$ cat src/rtl/cpu_pkg.sv
// ============================================================================
// Module   : cpu_pkg
// Purpose  : Shared address-width, reset-vector and address type definitions
//            for the single-cycle CPU datapath.
// Revision : 1.0 - initial release
// ============================================================================
`default_nettype none

package cpu_pkg;

  localparam int          ADDR_W       = 32;
  localparam logic [31:0] RESET_VECTOR = 32'h0000_3000;
  localparam int          INSTR_BYTES  = 4;

  typedef logic [ADDR_W-1:0] addr_t;

endpackage : cpu_pkg

`default_nettype wire

$ cat src/rtl/program_counter.sv
// ============================================================================
// Module   : program_counter
// Purpose  : Fetch-address register loaded from NPC every cycle, with an
//            inline PC+4 and an optional sticky misalignment flag.
//            Build option: define PC_ALIGN_CHECK_EN to enable MISALIGN.
// Revision : 1.0 - initial release
// ============================================================================
`default_nettype none

module program_counter
  import cpu_pkg::*;
#(
  parameter int               WIDTH        = ADDR_W,
  parameter logic [WIDTH-1:0] RESET_VECTOR = cpu_pkg::RESET_VECTOR
) (
  output logic [WIDTH-1:0] PC,
  input  logic             CLOCK,
  input  logic             RESET,
  input  logic [WIDTH-1:0] NPC,
  output logic [WIDTH-1:0] PC_PLUS4,
  output logic             MISALIGN
);

  logic [WIDTH-1:0] pc_q;
  logic [WIDTH-1:0] pc_d;

  // No enable or stall path: the next-PC value is always taken as-is.
  always_comb begin
    pc_d = NPC;
  end

  always_ff @(posedge CLOCK or posedge RESET) begin
    if (RESET) begin
      pc_q <= RESET_VECTOR;
    end else begin
      pc_q <= pc_d;
    end
  end

  assign PC       = pc_q;
  assign PC_PLUS4 = pc_q + WIDTH'(INSTR_BYTES);

`ifdef PC_ALIGN_CHECK_EN
  logic misalign_q;
  logic misalign_d;

  always_comb begin
    misalign_d = misalign_q;
    if (NPC[1:0] != 2'b00) begin
      misalign_d = 1'b1;
    end
  end

  always_ff @(posedge CLOCK or posedge RESET) begin
    if (RESET) begin
      misalign_q <= 1'b0;
    end else begin
      misalign_q <= misalign_d;
    end
  end

  assign MISALIGN = misalign_q;

`ifndef SYNTHESIS
  always @(posedge CLOCK) begin
    if (!RESET && (NPC[1:0] != 2'b00)) begin
      $display("ERROR %0t: misaligned NPC load 0x%h (previous PC 0x%h)",
               $time, NPC, pc_q);
    end
  end
`endif
`else
  assign MISALIGN = 1'b0;
`endif

endmodule : program_counter

`default_nettype wire

$ cat config.mk
export PLATFORM = sky130hd
export DESIGN_NAME = program_counter
export DESIGN_NICKNAME = d
export VERILOG_FILES = /design/src/rtl/cpu_pkg.sv /design/src/rtl/program_counter.sv
export SDC_FILE = /design/constraint.sdc
export NUM_CORES = 1
export LEC_CHECK = 0
export ABC_AREA = 1
export CAP_MARGIN = 20
export CELL_PAD_IN_SITES_DETAIL_PLACEMENT = 1
export CELL_PAD_IN_SITES_GLOBAL_PLACEMENT = 1
export CORE_ASPECT_RATIO = 0.5
export CORE_MARGIN = 4
export CORE_UTILIZATION = 27
export CTS_BUF_LIST = sky130_fd_sc_hd__clkbuf_4
export CTS_CLUSTER_DIAMETER = 50
export DETAILED_ROUTE_END_ITERATION = 8
export GPL_TIMING_DRIVEN = 1
export HOLD_SLACK_MARGIN = 0.02
export PLACE_DENSITY_LB_ADDON = 0.3
export SLEW_MARGIN = 30
export SYNTH_ARGS = -nofsm -noshare
export SYNTH_HDL_FRONTEND = slang
export SYNTH_SLANG_ARGS = --single-unit
export TNS_END_PERCENT = 30
$ cat constraint.sdc
create_clock -name CLOCK -period 2.1 [get_ports CLOCK]
set_input_delay 0.525 -clock CLOCK [delete_from_list [all_inputs] [get_ports CLOCK]]
set_output_delay 0.525 -clock CLOCK [all_outputs]
set_load 0.05 [all_outputs]
==> reports/metrics.cfg, run 1 <==
[detailed_routing]
ant_nets = 0
wl_per_cell_um = 16.14
vias = 1884
dr.first_iter.drc_count = 49
route.detailed.drc = 0
routed_wl_mm = 6.941
drt_pass1_iterations = 4
drt-vias-per-instance = 4.381

[power]
peakVddDrop_v = 0.0003421
p_leak_nw = 1.747
power_density_nw_per_um2 = 470.8
finalPower_mw = 1.776

[yosys]
ys_seq_area_share_pct = 46.22
yosysMostFrequentCell = nand2_1
synth-edff-count = 0
synth_area_um2 = 1738
synth_largest_area_cell = dfrtp_1
avgSynthCellArea_um2 = 8.237
yosysWarnings = 0
synth-seq-cells = 32
synth_ff_type = dfrtp_1
synthCells = 211
yosysUniqueCellTypes = 20
synth_top_area_share_pct = 43.20
async_flop_share_pct = 100.0
syn_nets = 246
yosys-top-cells-area = dfrtp_1, nand2_1, nor2_1, xor2_1, inv_1
synth_common_cells = nand2_1, dfrtp_1, nor2_1, inv_1, xor2_1

[floorplan]
die_w_um = 121.5
dieArea_um2 = 7862
core-area_um2 = 6156
core.rowCount = 20
start_util_pct = 28.23
die_h_um = 64.73
ios = 99

[hold_path]
hp-start = NPC[13]
hold_path_end = PC[13]
hold_depth = 1
hold_path.class = in -> reg

[setup_path]
required_ns = 1.57
arrival_ns = 1.86
critPathMaxStageDelay_ns = 0.49
path_class = reg -> out
endpoint_kind = output port
worst-path-max-fanout = 5
critical-path-top-delay-family = simple AND/OR/NAND/NOR gates
path_buf_inv = 1
cpMostUsedCell = nand2_1
cp-start-kind = flop
cp_cell_sequence = nand2_1 -> nor2_1 -> nand2_1 -> nor2_2 -> nand2_1 -> nand2_1 -> nand2_1 -> buf_12
slowest_stage = dfrtp_1

[cells_and_area]
areaGrowthSynthToFinish_pct = 117.1
finalNetCount = 376
fin_area_um2 = 3772
largest_reg_flops = 32
antenna_cells = 0
final_layout_size_suffix_gt1_share_pct = 53.22

[cts]
cts_sinks = 32
cts_buffers = 5
clk_path_buf_depth = 2
htree_levels = 2
cts-root-buf = clkbuf_4
tritoncts = built
path_clk_slew_ns = 0.12

[timing]
worstMarginPinSlew_ns = 0.5172
setup_tns_ns = -5.994
rsz0062_at_grt = true
relSlewSlack_pct = 65.41
fmax_ghz = 0.4185
slew_viol_final = 0
hold_viol_final = 0
finalCriticalPeriod_ns = 2.389
setup_viol = 26
period_share_pct = 113.8
final.setup.worst_slack_ns = -0.2892

[run_status]
status = finished, violations left
violations = negative setup slack

[global_route]
grt.overflow.total = 0
grt_antenna_before_repair = 0
grt_max_degree = 33
grt_pass1_wl_mm = 10.64
grt_pass1_vias = 2132
grt_use_total_pct = 17.79

[placement]
hpwlAfterDp_mm = 5.190
dpl-instance-area_um2 = 3326
portBuffers = 97
dp_slack_ns = -0.01837
gp_congestion = 0.8041

[run]
maxCapViolations = 0

stage by stage:
step | utilization [%] | hold slack, ns | instances
global route | 61.28 | 0.5412 | 430
CTS | 57.34 | 0.5498 | 423
finish | 61.28 | 0.5527 | 430
detailed placement | 54.02 | 0.9403 | 408
floorplan | - | 0.5295 | 211
global placement | 54.02 | 0.9363 | 408
cells in the final DEF, fill, tap and decap left out:
cell type and instances:
nand3_2 2, nand2_1 51, clkinv_1 1, and2_4 1
inv_1 16, xor2_1 1, nor2_8 3, nand3_4 1
nand2_8 1, buf_6 6, clkinvlp_4 1, xor2_2 1
clkinv_2 2, conb_1 1, nand3b_1 7, buf_12 29
nor2_1 16, buf_4 51, dlygate4sd2_1 2, clkdlybuf4s50_1 34
nand2_4 5, nor2_2 8, nand2_2 28, xnor2_4 3
clkbuf_4 5, xor2_4 9, dlymetal6s2s_1 4, ha_4 1
dfrtp_2 8, dfrtp_1 22, nor2_4 13, and2_1 1
xnor2_2 1, inv_4 1, dfstp_2 2, nand3_1 4
worst max path at each step:
stage            from      endpoint  slack [ns]  cells past startpoint
2_1_floorplan   PC[2]   PC_PLUS4[9]       -0.21                      4
3_3_place_gp   PC[12]  PC_PLUS4[31]        0.01                      7
3_5_place_dp    PC[3]  PC_PLUS4[22]       -0.02                      8
4_1_cts         PC[3]  PC_PLUS4[20]       -0.29                      9
5_1_grt         PC[9]  PC_PLUS4[23]       -0.44                      8
6_report       PC[23]  PC_PLUS4[28]       -0.29                      8
kinds of logic (layout without fill, tap and decap cells):
group / Yosys count / count (layout) / synth area share (%)
xor+xnor: 15 / 15 / 7.991
simple gates: 141 / 141 / 39.67
other cells: 1 / 1 / 0.2158
flops: 32 / 32 / 46.22
buf+inv: 21 / 152 / 5.183
fa+ha+maj: 1 / 1 / 0.7198
routing by layer:
metal  routed length [um]  part of all wire, %  track usage, %  vias to the layer above
met1                 2692                   39           20.01                      922
li1                     -                    -               -                      888
met4                  169                  2.4           6.564                        0
met2                 3673                   53           32.16                       59
met3                  405                  5.8           5.231                       15
met5                    0                    0               0                        -
final cells by class:
class	count	area, um2
Fill cell	672	2384
Timing Repair Buffer	126	1439
Multi-Input combinational cell	158	1285
Sequential cell	32	813.3
Tap cell	88	110.1
Inverter	18	73.82
Clock buffer	5	37.54
Clock inverter	3	13.76
what timing repair did:
action | CTS | global route
endpoints found under the setup margin | 29 | 33
pin swaps | 10 | 24
resized for setup | 24 | 54
hold buffers | 0 | 0
buffers inserted | 7 | 7
power by group:
group / internal (mW) / total [mW] / switching [mW]
combinational: 0.306 / 0.712 / 0.406
clock: 0.123 / 0.368 / 0.245
sequential: 0.650 / 0.696 / 0.0455
(Power assumes the default switching activity.)
==> inputs of run 2 (changes only) <==
--- a/config.mk
+++ b/config.mk
@@ -14,6 +14,7 @@
 export CORE_UTILIZATION = 27
 export CTS_BUF_LIST = sky130_fd_sc_hd__clkbuf_4
 export CTS_CLUSTER_DIAMETER = 50
+export CTS_CLUSTER_SIZE = 30
 export DETAILED_ROUTE_END_ITERATION = 8
 export GPL_TIMING_DRIVEN = 1
 export HOLD_SLACK_MARGIN = 0.02
==> results of run 2 <==
The final DEF is identical to that of run 1; final timing and power are the same.
